### config.mk
export PLATFORM = sky130hd
export DESIGN_NAME = spi_flash_resp
export DESIGN_NICKNAME = d
export VERILOG_FILES = /design/src/rtl/spi_flash_resp.sv
export SDC_FILE = /design/constraint.sdc
export NUM_CORES = 1
export LEC_CHECK = 0
export BUFFER_PORTS_ARGS = -buffer_cell sky130_fd_sc_hd__buf_2
export CORE_MARGIN = 1.5
export CORE_UTILIZATION = 59
export CTS_CLUSTER_SIZE = 24
export DETAILED_ROUTE_END_ITERATION = 10
export GPL_ROUTABILITY_DRIVEN = 0
export MAX_ROUTING_LAYER = met4
export PLACE_DENSITY = 0.77
export SLEW_MARGIN = 30
export SYNTH_ARGS = -nofsm -noshare
export SYNTH_HDL_FRONTEND = slang
export SYNTH_SLANG_ARGS = --single-unit
### constraint.sdc
create_clock -name clk -period 2.1 [get_ports clk]
set_input_delay 0.42 -clock clk [delete_from_list [all_inputs] [get_ports clk]]
set_output_delay 0.42 -clock clk [all_outputs]
set_load 0.03 [all_outputs]
### src/rtl/spi_flash_resp.sv
// SPI mode-0 flash responder (READ 0x03, JEDEC ID 0x9F), oversampled on clk.
// Define SPI_RESP_FAST_READ_EN to also accept FAST READ 0x0B with 8 dummy clocks.
module spi_flash_resp #(
  parameter int unsigned ADDR_W   = 24,
  parameter logic [23:0] JEDEC_ID = 24'hEF4016,
  parameter int unsigned MEM_LAT  = 4
) (
  input  logic              clk,
  input  logic              rst,
  input  logic              spi_sck,
  input  logic              spi_mosi,
  input  logic              spi_ssn,
  output logic              spi_miso,
  output logic              spi_miso_oe,
  output logic              mem_req,
  output logic [ADDR_W-1:0] mem_addr,
  input  logic [7:0]        mem_rdata,
  input  logic              mem_ack,
  output logic              busy
);

  localparam int unsigned LatW = $clog2(MEM_LAT + 1);

  typedef enum logic [2:0] {
    StIdle,
    StCmd,
    StAddr,
    StData,
    StId,
`ifdef SPI_RESP_FAST_READ_EN
    StDummy,
`endif
    StIgnore
  } state_e;

  state_e            state;
  logic [1:0]        sck_s;
  logic [1:0]        ssn_s;
  logic [1:0]        mosi_s;
  logic              sck_prev;
  logic [4:0]        bit_cnt;
  logic [6:0]        cmd_sh;
  logic [22:0]       addr_sh;
  logic [6:0]        tx;
  logic [ADDR_W-1:0] addr;
  logic [7:0]        hold;
  logic              hold_vld;
  logic              pending;
  logic [LatW-1:0]   lat_cnt;
  logic [1:0]        id_idx;
`ifdef SPI_RESP_FAST_READ_EN
  logic              fast;
`endif

  logic        sck_rise;
  logic        sck_fall;
  logic        mosi_bit;
  logic [7:0]  cmd_full;
  logic [23:0] addr_full;
  logic [7:0]  fetch_byte;
  logic [7:0]  id_byte;
  logic [7:0]  tx_byte;

  assign sck_rise  = sck_s[1] & ~sck_prev;
  assign sck_fall  = ~sck_s[1] & sck_prev;
  assign mosi_bit  = mosi_s[1];
  assign cmd_full  = {cmd_sh, mosi_bit};
  assign addr_full = {addr_sh, mosi_bit};

  // A byte landing on the very cycle of the boundary still counts as on time.
  always_comb begin
    fetch_byte = 8'hFF;
    if (pending && mem_ack) begin
      fetch_byte = mem_rdata;
    end else if (hold_vld) begin
      fetch_byte = hold;
    end
    case (id_idx)
      2'd0:    id_byte = JEDEC_ID[23:16];
      2'd1:    id_byte = JEDEC_ID[15:8];
      default: id_byte = JEDEC_ID[7:0];
    endcase
    tx_byte = (state == StId) ? id_byte : fetch_byte;
  end

  always_ff @(posedge clk) begin
    if (rst) begin
      state       <= StIdle;
      sck_s       <= 2'b00;
      ssn_s       <= 2'b11;
      mosi_s      <= 2'b00;
      sck_prev    <= 1'b0;
      bit_cnt     <= '0;
      cmd_sh      <= '0;
      addr_sh     <= '0;
      tx          <= '0;
      addr        <= '0;
      hold        <= '0;
      hold_vld    <= 1'b0;
      pending     <= 1'b0;
      lat_cnt     <= '0;
      id_idx      <= '0;
      spi_miso    <= 1'b0;
      spi_miso_oe <= 1'b0;
      mem_req     <= 1'b0;
      mem_addr    <= '0;
      busy        <= 1'b0;
`ifdef SPI_RESP_FAST_READ_EN
      fast        <= 1'b0;
`endif
    end else begin
      sck_s    <= {sck_s[0], spi_sck};
      ssn_s    <= {ssn_s[0], spi_ssn};
      mosi_s   <= {mosi_s[0], spi_mosi};
      sck_prev <= sck_s[1];
      busy     <= ~ssn_s[1];
      mem_req  <= 1'b0;

      // Outstanding fetch: capture the ack even after an abort; give up after MEM_LAT.
      if (pending) begin
        if (mem_ack) begin
          pending  <= 1'b0;
          hold     <= mem_rdata;
          hold_vld <= 1'b1;
        end else if (lat_cnt == LatW'(MEM_LAT)) begin
          pending <= 1'b0;
        end else begin
          lat_cnt <= lat_cnt + 1'b1;
        end
      end

      if (ssn_s[1]) begin
        state       <= StIdle;
        spi_miso    <= 1'b0;
        spi_miso_oe <= 1'b0;
        bit_cnt     <= '0;
        tx          <= '0;
      end else begin
        unique case (state)
          StIdle: begin
            state   <= StCmd;
            bit_cnt <= '0;
          end
          StCmd: begin
            if (sck_rise) begin
              cmd_sh <= cmd_full[6:0];
              if (bit_cnt == 5'd7) begin
                bit_cnt <= '0;
                case (cmd_full)
                  8'h03: state <= StAddr;
                  8'h9F: begin
                    state       <= StId;
                    id_idx      <= '0;
                    spi_miso_oe <= 1'b1;
                  end
`ifdef SPI_RESP_FAST_READ_EN
                  8'h0B: state <= StAddr;
`endif
                  default: state <= StIgnore;
                endcase
`ifdef SPI_RESP_FAST_READ_EN
                fast <= (cmd_full == 8'h0B);
`endif
              end else begin
                bit_cnt <= bit_cnt + 1'b1;
              end
            end
          end
          StAddr: begin
            if (sck_rise) begin
              addr_sh <= addr_full[22:0];
              if (bit_cnt == 5'd23) begin
                bit_cnt  <= '0;
                addr     <= addr_full[ADDR_W-1:0];
                mem_addr <= addr_full[ADDR_W-1:0];
                mem_req  <= 1'b1;
                pending  <= 1'b1;
                lat_cnt  <= '0;
                hold_vld <= 1'b0;
`ifdef SPI_RESP_FAST_READ_EN
                if (fast) begin
                  state <= StDummy;
                end else begin
                  state       <= StData;
                  spi_miso_oe <= 1'b1;
                end
`else
                state       <= StData;
                spi_miso_oe <= 1'b1;
`endif
              end else begin
                bit_cnt <= bit_cnt + 1'b1;
              end
            end
          end
`ifdef SPI_RESP_FAST_READ_EN
          StDummy: begin
            if (sck_rise) begin
              if (bit_cnt == 5'd7) begin
                bit_cnt     <= '0;
                state       <= StData;
                spi_miso_oe <= 1'b1;
              end else begin
                bit_cnt <= bit_cnt + 1'b1;
              end
            end
          end
`endif
          StData, StId: begin
            if (sck_fall) begin
              bit_cnt <= (bit_cnt == 5'd7) ? 5'd0 : bit_cnt + 1'b1;
              if (bit_cnt == 5'd0) begin
                spi_miso <= tx_byte[7];
                tx       <= tx_byte[6:0];
                if (state == StId) begin
                  id_idx <= (id_idx == 2'd2) ? 2'd0 : id_idx + 1'b1;
                end else begin
                  // Prefetch the next byte a full byte time ahead; a late fetch is dropped.
                  hold_vld <= 1'b0;
                  addr     <= addr + ADDR_W'(1);
                  mem_addr <= addr + ADDR_W'(1);
                  mem_req  <= 1'b1;
                  pending  <= 1'b1;
                  lat_cnt  <= '0;
                end
              end else begin
                spi_miso <= tx[6];
                tx       <= {tx[5:0], 1'b0};
              end
            end
          end
          StIgnore: begin
            spi_miso_oe <= 1'b0;
          end
          default: state <= StIdle;
        endcase
      end
    end
  end

endmodule

* Yosys cells after proc, flatten, opt, wreduce, memory -nomap -nowiden
Cells that the tools add are included.
** Cells by class
- Add/subtract/negate cells :: 4
- Equal/unequal tests :: 21
- Multiplexer cells :: 73
- Bitwise logic cells :: 6
- Reduce and logical (&&, ||, !) cells :: 20
** Operators with widths (number)
- $mux 24 :: 5
- $pmux 24 s2 :: 1
- $mux 3 :: 13
- $mux 1 :: 28
- $mux 5 :: 5
- $add 24x1->24 const B :: 1
- $mux 8 :: 3
- $pmux 5 s4 :: 1
- $ne 2x2->1 const B :: 8
- $pmux 8 s2 :: 1
- $mux 2 :: 7
- $pmux 3 s2 :: 2
- $pmux 3 s4 :: 1
- $eq 3x3->1 const B :: 3
- $eq 8x2->1 const B :: 1
- $eq 8x8->1 const B :: 1
- $reduce_and 8->1 :: 1
- $mux 7 :: 1
- $reduce_and 7->1 :: 1
- $eq 3x2->1 const B :: 2
- $pmux 1 s2 :: 3
- $reduce_and 3->1 :: 2
- $reduce_and 6->1 :: 1
- $add 5x1->5 const B :: 1
- 24 further kinds :: 31
** Storage, ports and cells
- Register bits :: 95
- Bits of input ports :: 14
- Output and inout bits :: 28
- Word-level logic and storage cells :: 143

* Logic depth before layout (Yosys ltp)
- Depth in word-level cells :: 9
- Mapped depth :: 9
- Gate-level depth less buffers :: 7

* Least setup slack after synthesis
OpenSTA, ideal clock, no wires.
- Kind :: register to register
- Start :: reg addr[0]
- End :: reg addr[14]
- Library setup time :: 0.086 ns
- Arrival time :: 1.924 ns
- Required time :: 2.014 ns
- Setup slack :: 0.091 ns
- Stages on the path, launching flop included :: 7
- Buffers on the path :: 0
- Period minus slack after synthesis :: 2.009 ns
- Cells stage by stage :: dfxtp_1 ha_1 nand3_1 or4_1 o21ai_0 a21oi_1 a211oi_1
** Between the ends
- Longest elaborated chain between the ends :: 5
** RTL lines
- start: declaration :: line 45 : logic [ADDR_W-1:0] addr;
- start signal: assignment :: line 174 : addr <= addr_full[ADDR_W-1:0];
- start signal: assignment :: line 220 : addr <= addr + ADDR_W'(1);
- $add 24x1->24 :: line 220
- $mux 24 :: line 215 : if (state == StId) begin
- $mux 24 :: line 212 : if (bit_cnt == 5'd0) begin
- $mux 24 :: line 210 : if (sck_fall) begin
- $pmux 24 s2 :: line 139 : unique case (state)
Every way passes these cells. The select of a mux whose other input is x is not followed.
A chain may end at the register's enable or synchronous reset.

* Worst setup path in the final report
- Start :: reg addr[1]
- End :: reg addr[18]
The elaborated chain is that of the path after synthesis.

==> flow_summary.yaml <==
global_route:
  use_met1: 0.381
  grt_pass1_vias: 4023
  grt_usage: 0.287
  grt_max_degree: 77
  busiest_layer: "met2"
  met2_usage: 0.440
  grt_first_pass_wirelength_um: 19000
  use_met3: 0.0503
  antenna_found_initial: 0
  overflow: 0
die:
  ios: 42
  rows: 31
  fp.dieH_um: 91.2
  die_w_um: 91.2
  start_util: 0.623
  core_sq_um: 7370
  dieArea_sq_um: 8310
power_and_ir_drop:
  p_leak_nw: 1.88
  finalPower_mw: 2.96
  ir_drop_mv: 0.524
  p_per_area_nw_per_um2: 568
synth:
  synth_area_leader_cell: "dfxtp_1"
  synth_edf_count: 0
  synthMuxAreaShare: 0.0196
  synth_top_area_share: 0.415
  ys_warn_count: 0
  synthAdderAreaFrac: 0.0158
  syn-cell-area_sq_um: 4590
  synth_top_family_by_area: "simple AND/OR/NAND/NOR gates"
  synthXorXnorAreaFrac: 0.00573
  synth_area_leaders: "dfxtp_1, nand2_1, a21oi_1"
  synth.distinct_cells: 65
  synth_flop_cell: "dfxtp_1"
  yosys-top-cells-count: "nand2_1, dfxtp_1, a21oi_1"
  syn_avg_cell_area_sq_um: 7.99
  syn_inst: 574
  ys_ff_latch: 95
  synth_simple_gate_area_frac: 0.264
  synth-compound-area-share: 0.238
  yosysMostFrequentCell: "nand2_1"
  async_reset_ff_frac: 0
  ys_seq_area_frac: 0.415
  synth_nets: 593
timing:
  setup_viol: 0
  slew_viol_final: 0
  clock_skew_ns: 0.0122
  tightest_slew_ns: 0.477
  hold_slack_ns: 0.238
  setup_tns_ns: 0
  relSlewSlack: 0.678
  layout_setup_ws_ns: 0.0460
  finalCritPeriodShare: 0.978
  post-route-min-period_ns: 2.05
  finalHoldViolations: 0
  fmax_mhz: 487
min_path:
  hold_class: "in -> reg"
  holdPathEnd: "ssn_s[0]"
  worstHoldStart: "spi_ssn"
  hold_depth: 2
flow_run:
  maxCapViolations: 0
placement:
  placed_area_sq_um: 5020
  dp_hpwl_um: 7940
  pre_cts_ws_ns: 0.0732
  place_inst: 708
  port-buffer-count: 41
critical_path:
  worstSetupPathType: "reg -> reg"
  startpoint_type: "flop"
  arrival_ns: 2.35
  reg2reg_depth: 7
  cp_max_fo: 5
  rr_endpoint: "addr[18]"
  endpoint_kind: "flop"
  rr_startpoint: "addr[1]"
  cp.required_ns: 2.40
  r2r_setup_slack_ns: 0.05
clock_network:
  htree_levels: 3
  cts_buffers: 9
  cts_tree: "done"
  clockBufferDepth: 2
  insertion_delay_ns: 0.37
  cts.root.buffer_cell: "clkbuf_8"
  path_clk_slew_ns: 0.10
  clock-sinks: 95
final_layout:
  fin_cells: 723
  multi_input_area_sq_um: 2520
  drive_above_1_share: 0.179
  final_cell_area_sq_um: 5210
  diodes: 0
  area_growth_pct: 13.6
  final.fill_count: 615
  seq_area_sq_um: 1900
  final_util: 0.707
  nets: 639
route:
  dr.pass1.iters: 5
  ant_nets: 0
  drc_errors: 0
  vias: 4455
  post_drt_wl_per_cell_um: 15.9
  drtIter0Drc: 217
  finalWirelength_um: 11500
  viasPerCell: 6.16
run_status:
  status: "finished, final reports clean"
==> worst max-delay path, stage by stage (launching register included) <==
cell and delay [ns]:
dfxtp_1 0.42, ha_1 0.21, nand3_1 0.18, buf_4 0.20, nor2_1 0.18, nand3_1 0.16, or4_1 0.44, a31oi_1 0.19
==> power breakdown <==
| group | internal (mW) | total (mW) | switching, mW |
|---|---|---|---|
| clock | 0.424 | 1.08 | 0.651 |
| sequential | 1.81 | 1.81 | 0.00480 |
| combinational | 0.0248 | 0.0731 | 0.0484 |
| total | 2.26 | 2.96 | 0.704 |
==> worst max-delay path by stage <==
stage | endpoint | from | slack, ns
after floorplan | addr[14] | addr[0] | 0.09
after global placement | addr[0] | bit_cnt[0] | 0.18
after detailed placement | addr[18] | bit_cnt[0] | 0.07
after CTS | addr[18] | bit_cnt[0] | 0.06
after global routing | addr[18] | addr[1] | -0.01
final | addr[18] | addr[1] | 0.05
==> sequential cells by signal, indices dropped and copies added, names as in the netlist, 2 cells and up <==
register and cells:
mosi_s 2, lat_cnt 3, cmd_sh 7, addr_sh 23
hold 8, state 3, addr 24, id_idx 2
bit_cnt 5, tx 7, sck_s 2, ssn_s 2
==> routing by layer <==
| metal | vias up | wire length (um) | share of wire |
|---|---|---|---|
| met5 | - | 0 | 0 |
| met4 | 0 | 178 | 0.016 |
| met3 | 21 | 739 | 0.064 |
| met2 | 154 | 5370 | 0.47 |
| met1 | 2099 | 5190 | 0.45 |
| li1 | 2181 | - | - |
==> cell type report <==
| cell class | instances | area share |
|---|---|---|
| Timing Repair Buffer | 71 | 0.0898 |
| Multi-Input combinational cell | 434 | 0.483 |
| Tap cell | 99 | 0.0238 |
| Clock buffer | 10 | 0.0245 |
| Sequential cell | 95 | 0.365 |
| Clock inverter | 5 | 0.00696 |
| Inverter | 9 | 0.00648 |
==> cell usage in the layout (no fill, tap or decap), drive strengths merged, types with 6 or more instances in the layout <==
cell type    n
o21ai       24
a21oi       76
inv          8
o22ai        6
nor3        13
mux2i        9
nor2        31
and3         7
nor2b        9
or2          7
a211oi      13
o221ai       6
dfxtp       95
nand4        9
buf         71
clkbuf      10
or4          6
nand2      110
nor4         8
nand3       16
==> repair_timing <==
item | 4_1_cts | 5_1_grt
gates resized for setup | 0 | 8
endpoints found under the setup margin | 0 | 11
hold buffers | 0 | 0
hold endpoints to repair | 0 | 0
buffers inserted | 0 | 0
==> kinds of logic (layout without fill, tap and decap cells) <==
group           count (synthesis)  after routing
compound gates                173            173
xor+xnor                        3              3
fa+ha+maj                       6              6
buf+inv                        45             95
flops                          95             95
mux                             9              9
simple gates                  243            243
(Power assumes the default switching activity.)
